## config.mk

```make
export PLATFORM = sky130hd
export DESIGN_NAME = neuron_mac16
export DESIGN_NICKNAME = d
export VERILOG_FILES = /design/src/rtl/neuron_mac16.sv
export SDC_FILE = /design/constraint.sdc
export NUM_CORES = 1
export LEC_CHECK = 0
export CORE_MARGIN = 2
export CORE_UTILIZATION = 38
export DETAILED_ROUTE_END_ITERATION = 6
export PLACE_DENSITY = 0.77
export SLEW_MARGIN = 30
export SYNTH_ARGS = -nofsm -noshare
export SYNTH_HDL_FRONTEND = slang
export SYNTH_SLANG_ARGS = --single-unit
```

## constraint.sdc

```tcl
create_clock -name clk -period 8.4 [get_ports clk]
set_input_delay 1.26 -clock clk [delete_from_list [all_inputs] [get_ports clk]]
set_output_delay 1.26 -clock clk [all_outputs]
set_load 0.03 [all_outputs]
```

## src/rtl/neuron_mac16.sv

```systemverilog
// neuron_mac16: 16-tap fixed-point neuron.
// Accumulates x_k * w_k over a frame of 16 accepted activation beats, then adds
// the FRAC_BITS-aligned bias, shifts back to the data format and presents the
// result on a valid/ready output port.
// Optional feature macro: NEURON_MAC16_SAT_EN -- when defined the result is
// clamped to the signed DATA_WIDTH range, otherwise it wraps (low bits kept).
module neuron_mac16 #(
    parameter int DATA_WIDTH = 16,
    parameter int FRAC_BITS  = 8
) (
    input  logic                         clk,
    input  logic                         rst_n,
    input  logic                         in_valid,
    output logic                         in_ready,
    input  logic signed [DATA_WIDTH-1:0] in_data,
    input  logic signed [DATA_WIDTH-1:0] w0,
    input  logic signed [DATA_WIDTH-1:0] w1,
    input  logic signed [DATA_WIDTH-1:0] w2,
    input  logic signed [DATA_WIDTH-1:0] w3,
    input  logic signed [DATA_WIDTH-1:0] w4,
    input  logic signed [DATA_WIDTH-1:0] w5,
    input  logic signed [DATA_WIDTH-1:0] w6,
    input  logic signed [DATA_WIDTH-1:0] w7,
    input  logic signed [DATA_WIDTH-1:0] w8,
    input  logic signed [DATA_WIDTH-1:0] w9,
    input  logic signed [DATA_WIDTH-1:0] w10,
    input  logic signed [DATA_WIDTH-1:0] w11,
    input  logic signed [DATA_WIDTH-1:0] w12,
    input  logic signed [DATA_WIDTH-1:0] w13,
    input  logic signed [DATA_WIDTH-1:0] w14,
    input  logic signed [DATA_WIDTH-1:0] w15,
    input  logic signed [DATA_WIDTH-1:0] bias,
    output logic                         out_valid,
    input  logic                         out_ready,
    output logic signed [DATA_WIDTH-1:0] out_data
);

    // Accumulator is wide enough for 16 full-scale products plus the bias.
    localparam int PROD_W = 2 * DATA_WIDTH;
    localparam int ACC_W  = 2 * DATA_WIDTH + 4;

    typedef enum logic [1:0] {
        ST_ACC = 2'd0,
        ST_FIN = 2'd1,
        ST_OUT = 2'd2
    } state_t;

    state_t                      r_state;
    state_t                      w_state_nxt;
    logic                        r_armed;
    logic [3:0]                  r_idx;
    logic signed [ACC_W-1:0]     r_acc_p0;
    logic signed [DATA_WIDTH-1:0] r_out_p1;

    logic                        w_in_ready;
    logic                        w_out_valid;
    logic                        w_accept;
    logic signed [DATA_WIDTH-1:0] w_taps [16];
    logic signed [DATA_WIDTH-1:0] w_wsel;
    logic signed [PROD_W-1:0]    w_x_ext;
    logic signed [PROD_W-1:0]    w_w_ext;
    logic signed [PROD_W-1:0]    w_prod;
    logic signed [ACC_W-1:0]     w_prod_ext;
    logic signed [ACC_W-1:0]     w_bias_al;
    logic signed [ACC_W-1:0]     w_sum;

    // Drop FRAC_BITS fractional bits; arithmetic shift truncates toward -inf.
    function automatic logic signed [ACC_W-1:0] f_scale(input logic signed [ACC_W-1:0] v);
        return v >>> FRAC_BITS;
    endfunction

    // Reduce the scaled sum to the output width (clamp or wrap).
    function automatic logic signed [DATA_WIDTH-1:0] f_narrow(input logic signed [ACC_W-1:0] v);
`ifdef NEURON_MAC16_SAT_EN
        logic signed [ACC_W-1:0] lim_hi;
        logic signed [ACC_W-1:0] lim_lo;
        lim_hi = {{(ACC_W-DATA_WIDTH+1){1'b0}}, {(DATA_WIDTH-1){1'b1}}};
        lim_lo = {{(ACC_W-DATA_WIDTH+1){1'b1}}, {(DATA_WIDTH-1){1'b0}}};
        if (v > lim_hi) begin
            return lim_hi[DATA_WIDTH-1:0];
        end else if (v < lim_lo) begin
            return lim_lo[DATA_WIDTH-1:0];
        end else begin
            return v[DATA_WIDTH-1:0];
        end
`else
        return v[DATA_WIDTH-1:0];
`endif
    endfunction

    // Tap selection: the weight is picked by the current index in the
    // accepting cycle, straight from the weight ports.
    assign w_taps[0]  = w0;
    assign w_taps[1]  = w1;
    assign w_taps[2]  = w2;
    assign w_taps[3]  = w3;
    assign w_taps[4]  = w4;
    assign w_taps[5]  = w5;
    assign w_taps[6]  = w6;
    assign w_taps[7]  = w7;
    assign w_taps[8]  = w8;
    assign w_taps[9]  = w9;
    assign w_taps[10] = w10;
    assign w_taps[11] = w11;
    assign w_taps[12] = w12;
    assign w_taps[13] = w13;
    assign w_taps[14] = w14;
    assign w_taps[15] = w15;
    assign w_wsel     = w_taps[r_idx];

    // Stage p0: multiply the accepted beat by its tap weight.
    assign w_x_ext    = PROD_W'(in_data);
    assign w_w_ext    = PROD_W'(w_wsel);
    assign w_prod     = w_x_ext * w_w_ext;
    assign w_prod_ext = ACC_W'(w_prod);

    // Stage p1: bias alignment and final sum, consumed in FIN.
    assign w_bias_al  = ACC_W'(bias) <<< FRAC_BITS;
    assign w_sum      = r_acc_p0 + w_bias_al;

    assign w_accept   = w_in_ready & in_valid;
    assign in_ready   = w_in_ready;
    assign out_valid  = w_out_valid;
    assign out_data   = r_out_p1;

    // FSM state register.
    always_ff @(posedge clk or negedge rst_n) begin
        if (!rst_n) begin
            r_state <= ST_ACC;
        end else begin
            r_state <= w_state_nxt;
        end
    end

    // Next-state and handshake outputs; ready only in ACC once out of reset.
    always_comb begin
        w_state_nxt = r_state;
        w_in_ready  = 1'b0;
        w_out_valid = 1'b0;
        case (r_state)
            ST_ACC: begin
                w_in_ready = r_armed;
                if (r_armed && in_valid && (r_idx == 4'd15)) begin
                    w_state_nxt = ST_FIN;
                end
            end
            ST_FIN: begin
                w_state_nxt = ST_OUT;
            end
            ST_OUT: begin
                w_out_valid = 1'b1;
                if (out_ready) begin
                    w_state_nxt = ST_ACC;
                end
            end
            default: begin
                w_state_nxt = ST_ACC;
            end
        endcase
    end

    // Arm flag: holds in_ready low until the first edge after reset release.
    always_ff @(posedge clk or negedge rst_n) begin
        if (!rst_n) begin
            r_armed <= 1'b0;
        end else begin
            r_armed <= 1'b1;
        end
    end

    // Accumulate products and step the tap index; clear on output handshake.
    always_ff @(posedge clk or negedge rst_n) begin
        if (!rst_n) begin
            r_acc_p0 <= '0;
            r_idx    <= 4'd0;
        end else if (w_accept) begin
            r_acc_p0 <= r_acc_p0 + w_prod_ext;
            r_idx    <= r_idx + 4'd1;
        end else if (w_out_valid && out_ready) begin
            r_acc_p0 <= '0;
        end
    end

    // Result register: loaded once in FIN, held through OUT.
    always_ff @(posedge clk or negedge rst_n) begin
        if (!rst_n) begin
            r_out_p1 <= '0;
        end else if (r_state == ST_FIN) begin
            r_out_p1 <= f_narrow(f_scale(w_sum));
        end
    end

endmodule

```

==> metrics.md, run 1 <==
| Metric | Value |
|---|---|
| Status | complete, no violations |
| Number of DRC markers in iteration 0 | between 400 and 500 |
| Post-DP HPWL | around 33 mm |
| R2R Setup Slk | approximately 0.63 ns |
| Critical Path End Type | flip-flop |
| Via density | ~5.1 |
| Clock sinks | 47 |
| Initial antenna violation count | 10 |
| Routability Congestion | 0.960 |
| Initial Util | 38.6% |
| Cell taking the most area after synthesis | fa_1 |
| RR Endpoint | r_acc_p0[22]$_DFFE_PN0P_ |
| Average wire per standard cell | between 15 and 20 µm |
| Syn_nets | 1866 |
| Fill count | 3006 |
| DRT antenna net count | 0 |
| Critical Path AT | ~8.3 ns |
| Final Cycle Share | 96.7% |
| Rel. slew slack | 38.2% |
| Syn Std Cell Area | 12500 µm² |
| Ranking of synthesized cells by area | fa_1 34%, mux4_2 14%, ha_1 9.7%, dfrtp_1 9.4%, inv_1 9.2% |
| WHS Path Cells | 2 |
| Syn_area_per_cell | just under 10 µm² |
| Setup Crit Path Kind | in -> reg |
| Worst Path Max Fanout | 11 |
| # setup viols final | 0 |
| CTS tree | yes |
| Clock Path Buffers | 2 |
| Cts bufs inserted | 5 |
| Seq/Total Area, Yosys | under 10% |
| H-tree Lvls | 2 |
| Endpoints failing hold | 0 |
| Flop and latch count out of synthesis | 47 |
| Synth top area share | between 30% and 40% |
| Drt pass-1 iters | 5 |
| Final net count | 2153 |
| Via count | a little over 10000 |
| Worst Setup Start Kind | input pin |
| Yosys warning count | 0 |
| Final Max Tran Viols | 0 |
| Remaining Overflow, GRT | 0 |
| Worst Path Required | 8.58 ns |
| RR Startpoint | r_idx[0]$_DFFE_PN0P_ |
| Minimum clock period | 8.12 ns |
| Commonest register cell after synthesis | dfrtp_1 |
| Worst-skew pair later-pin latency | a little under 0.3 ns |
| Ratio of cells with drive above 1 in the final layout | 8.30% |
| Count leader, synth | inv_1 |
| Netlist cell types | 47 |
| Max-cap violations | 0 |
| Actual slew at the worst max-slew pin | 0.927 ns |
| Chip width | 186 µm |
| Top post-synthesis cells by count | 308 x inv_1, 210 x fa_1, 132 x nand2_1, 118 x and2_1, 97 x ha_1 |
| Clock transition at the registers of the reported paths | 0.07 ns |
| DRC violations left | 0 |
| Fmax | 0.123 GHz |
| # port buffers | 309 |
| Post-Syn Instances | 1267 |
| R2r worst-path depth | 24 |
| Hold path start | out_data[11]$_DFFE_PN0N_ |
| Hold Buf Count CTS | 0 |
| Worst Hold Class | reg -> reg |
| Clk_skew | ~0.0074 ns |
| Die area | 34500 µm² |
| Ys async rst share | 100% |
| First-pass GRT wire length | just under 60 mm |
| Hold EP | out_data[11]$_DFFE_PN0N_ |
| Std-Cell Rows | 66 |
| Die Span Y | 186 µm |
| Top Ports | just over 300 |
| Core ar. | 32500 µm² |
| Layout area overhead | 30.3% |
| Largest net degree at the start of global routing | 48 |
| Vias in the first global route | 11400 |
| Clock root cell | clkbuf_16 |
| Post-layout util | 50.2% |
| All-Layer GR Usage | between 20% and 30% |
| Post-synth EDFFs | 0 |
| Final wirelength | 37.7 mm |
timing repair:
action,4_1_cts,5_1_grt
setup endpoints to repair,0,2
setup buffers,0,2
resized for setup,0,1
cell families after synthesis:
group	after synthesis	synth area share (%)
buf+inv	366	11.3
other cells	1	0.0299
xor+xnor	56	3.97
flops	47	9.37
simple gates	295	11.8
mux	84	14.4
fa+ha+maj	307	43.2
compound gates	111	5.99
state kept, by name (all words and copies together), names as in the netlist:
register / count
r_acc_p0: 24
out_data: 16
r_idx: 4
r_state: 2
r_armed: 1
layout make-up:
class                      instances  area (µm²)  share of cell area (%)
multi-input combinational        854        9960                    61.0
timing repair buffer             338        3320                    20.3
sequential                        47        1180                    7.24
inverter                         308        1160                    7.07
tap                              442         553                    3.38
clock buffer                       5         125                   0.765
antenna                           10        25.0                   0.153
clock inverter                     3        20.0                   0.122
worst max-delay path: stages:
cell             delay, ns
clkdlybuf4s50_1       0.42
mux4_2                0.49
mux4_2                0.64
buf_4                 0.22
and2_1                0.17
fa_1                  0.54
inv_1                 0.05
fa_1                  0.39
fa_1                  0.42
inv_1                 0.08
fa_1                  0.44
fa_1                  0.55
inv_1                 0.05
fa_1                  0.47
inv_1                 0.04
ha_1                  0.30
a21o_1                0.17
a21o_1                0.17
a21o_1                0.18
a311o_1               0.36
a31oi_2               0.26
o21ai_0               0.15
a31oi_1               0.23
xnor2_1               0.09
a22o_1                0.17
how the worst max path moves through the flow:
stage	startpoint	endpoint	slack (ns)	cells past startpoint
finish	w15[4]	r_acc_p0[22]$_DFFE_PN0P_	0.28	25
global route	w14[5]	r_acc_p0[22]$_DFFE_PN0P_	-0.01	24
CTS	w0[4]	r_acc_p0[22]$_DFFE_PN0P_	0.23	25
detailed placement	w0[4]	r_acc_p0[22]$_DFFE_PN0P_	-0.08	25
global placement	w1[6]	r_acc_p0[22]$_DFFE_PN0P_	0.04	24
floorplan	r_idx[1]$_DFFE_PN0P_	r_acc_p0[23]$_DFFE_PN0P_	0.63	29
cell usage in the layout (no fill, tap or decap), types with 3 or more instances in the layout:
cell             synthesis  layout
a21o_1                  12      12
a21oi_1                 24      24
a22o_1                  23      23
a31oi_1                  6       5
and2_1                 118     118
and3_1                   4       4
buf_4                    2      28
clkbuf_16                0       5
clkdlybuf4s50_1          0     308
dfrtp_1                 47      43
dfrtp_2                  0       3
diode_2                  0      10
fa_1                   210     210
ha_1                    97      97
inv_1                  308     308
mux2i_1                  5       5
mux4_2                  77      77
nand2_1                132     132
nor2_1                  14      14
nor2b_1                  5       5
nor3_1                   4       4
o21a_1                   3       3
o21ai_0                 24      24
o21bai_1                 4       4
o31ai_1                  5       5
or2_2                    4       4
or3_1                    4       4
xnor2_1                 40      40
xor2_1                  15      15
per-layer routing:
| layer | global-route usage, % | wire length, µm |
|---|---|---|
| met5 | 0 | 0 |
| met4 | 10.4 | 1850 |
| met3 | 4.01 | 2410 |
| met2 | 42.3 | 20500 |
| met1 | 24.7 | 12900 |
metrics by stage:
step	area, µm²	setup TNS (ns)	std cells	worst slack (ns)	hold WS [ns]
after CTS	16300	0	1995	0.226	0.484
after detailed placement	16200	-0.137	1987	-0.0801	0.470
after global routing	16300	-0.0101	2007	-0.0101	0.508
final	16300	0	2007	0.279	0.480
after floorplan	12500	0	1267	0.628	0.473
after global placement	16200	0	1987	0.0361	0.463
Power of run 1 is left out: the tool's default activity adds up to more than one toggle a clock period on the data nets, which glitch-free logic cannot reach.
==> run 2: changes to the inputs <==
RECOVER_POWER = 25   (was unset)
SKIP_LAST_GASP = 1   (was unset)
==> run 2 against run 1 <==
The flow now finishes with violations (capacitance limit, slew limit). First-iteration DRC count fell by 0.20%. Fmax is essentially flat. Non-clock buffer count stayed put. Count of clock-buffer cells in the layout unchanged. Worst hold slack about the same. Critical path type unchanged. Highest routed layer unchanged.
==> metrics.md, run 2 (same netlist as run 1, synthesis figures left out) <==
| Metric | Value |
|---|---|
| Most frequent cells in the layout | 308 x inv_1, 308 x clkdlybuf4s50_1, 210 x fa_1, 132 x nand2_1, 118 x and2_1 |
| Initial antenna violation count | 10 |
| Clock Path Buffers | 2 |
| Average wire per standard cell | 18.8 µm |
| Die area | about 34000 µm² |
| Vias in the first global route | 11400 |
| Failing checks | capacitance limit, slew limit |
| Largest Register | r_acc_p0 |
| Max-cap violations | 1 |
| Final setup margin | 0.284 ns |
| R2r worst-path depth | 24 |
| Worst Path Required | 8.58 ns |
| Critical Path End Type | flip-flop |
| Number of DRC markers in iteration 0 | 496 |
| Final Max Tran Viols | 48 |
| First-pass GRT wire length | 59.7 mm |
| Worst-skew pair later-pin latency | 0.29 ns |
| Minimum clock period | 8.12 ns |
| Worst Path Max Fanout | 11 |
| WHS Path Cells | 2 |
| Die Span Y | about 190 µm |
| Chip width | 186 µm |
| Fmax | 0.123 GHz |
| Via density | 5.10 |
| Routability Congestion | roughly 0.96 |
| Final net count | 2153 |
| Layout area overhead | 30.2% |
| # setup viols final | 0 |
| Post-Place Worst Slack | -0.0801 ns |
| Post-DP HPWL | 33.0 mm |
| Status | complete, but fails checks |
| # port buffers | roughly 310 |
| Final wirelength | 37.7 mm |
| Worst Setup Start Kind | input pin |
| Core ar. | 32500 µm² |
| Drt pass-1 iters | 5 |
| Clock root cell | clkbuf_16 |
| Via count | a little over 10000 |
| Clock sinks | 47 |
| Clk_skew | 0.00755 ns |
| Actual slew at the worst max-slew pin | roughly 2.6 ns |
| Largest net degree at the start of global routing | 48 |
| Initial Util | 38.6% |
| Post-layout util | 50.2% |
| DRC violations left | 0 |
| Fill count | 3008 |
| All-Layer GR Usage | 22.6% |
| Max reg flops | 24 |
| Endpoints failing hold | 0 |
| Remaining Overflow, GRT | 0 |
| DRT antenna net count | 0 |
| Worst Hold Class | reg -> reg |
| Rel. slew slack | -72.7% |
| Std-Cell Rows | 66 |
| Critical Path AT | 8.30 ns |
| Clock transition at the registers of the reported paths | 0.07 ns |
| Top Ports | 310 |
| H-tree Lvls | 2 |
| Setup Crit Path Kind | in -> reg |
| Final Cycle Share | 96.6% |
| Ratio of cells with drive above 1 in the final layout | 8.23% |
| Cts bufs inserted | 5 |
| CTS tree | yes |
[run 2: cell count changes in the layout (fill, tap and decap cells not counted)]
cell      delta
clkbuf_1     +1
buf_4        -1
[run 2: final cells by class]
cell class                 instances  area (µm²)  area share [%]
multi-input combinational        854        9960            61.0
clock buffer                       5         125           0.766
inverter                         308        1160            7.07
timing repair buffer             338        3310            20.3
sequential                        47        1180            7.24
clock inverter                     3        20.0           0.123
antenna                           10        25.0           0.153
tap                              442         553            3.38
[run 2: per-stage QoR]
| step | instance area (µm²) | setup TNS, ns | instances | hold WS (ns) |
|---|---|---|---|---|
| 2_1_floorplan | 12500 | 0 | 1267 | 0.473 |
| 3_3_place_gp | 16200 | 0 | 1987 | 0.463 |
| 3_5_place_dp | 16200 | -0.137 | 1987 | 0.470 |
| 4_1_cts | 16300 | 0 | 1995 | 0.484 |
| 5_1_grt | 16300 | -0.0101 | 2007 | 0.508 |
| 6_report | 16300 | 0 | 2007 | 0.480 |
[run 2: path summary, 6_finish.rpt]
check / from / end / slack, ns
setup / recovery: w15[4] / r_acc_p0[22]$_DFFE_PN0P_ / 0.28
hold / removal: out_data[11]$_DFFE_PN0N_ / out_data[11]$_DFFE_PN0N_ / 0.48
setup reg to reg: r_idx[0]$_DFFE_PN0P_ / r_acc_p0[22]$_DFFE_PN0P_ / 0.63
hold reg to reg: out_data[11]$_DFFE_PN0N_ / out_data[11]$_DFFE_PN0N_ / 0.48
max in group asynchronous: rst_n / r_idx[0]$_DFFE_PN0P_ / 4.71
min in group asynchronous: rst_n / out_data[9]$_DFFE_PN0N_ / 1.88
[run 2: metal layers]
metal / track usage, % / share of wire, % / vias up
met4: 10.4 / 4.7 / 0
li1: - / - / 4559
met5: 0 / 0 / -
met3: 4.01 / 6.3 / 79
met2: 42.3 / 55 / 392
met1: 24.7 / 34 / 5203
[run 2: repair_timing]
action / CTS / global route
endpoints found under the hold margin: 0 / 0
setup endpoints to repair: 0 / 2
buffers inserted: 0 / 2
hold buffers: 0 / 0
resized for setup: 0 / 1
[run 2: critical path, cell delays in order]
cell             delay [ns]
clkdlybuf4s50_1        0.42
mux4_2                 0.49
mux4_2                 0.64
buf_4                  0.21
and2_1                 0.17
fa_1                   0.54
inv_1                  0.05
fa_1                   0.39
fa_1                   0.42
inv_1                  0.08
fa_1                   0.44
fa_1                   0.55
inv_1                  0.05
fa_1                   0.47
inv_1                  0.04
ha_1                   0.30
a21o_1                 0.17
a21o_1                 0.17
a21o_1                 0.18
a311o_1                0.36
a31oi_2                0.26
o21ai_0                0.15
a31oi_1                0.23
xnor2_1                0.09
a22o_1                 0.17
Power of run 2 is left out for the same reason.
==> run 3: changes to the inputs <==
CTS_CLUSTER_DIAMETER = 50   (was unset)
==> results of run 3 <==
Final layout, timing and power as in run 2 (identical DEF).
Power of run 3 is left out for the same reason.
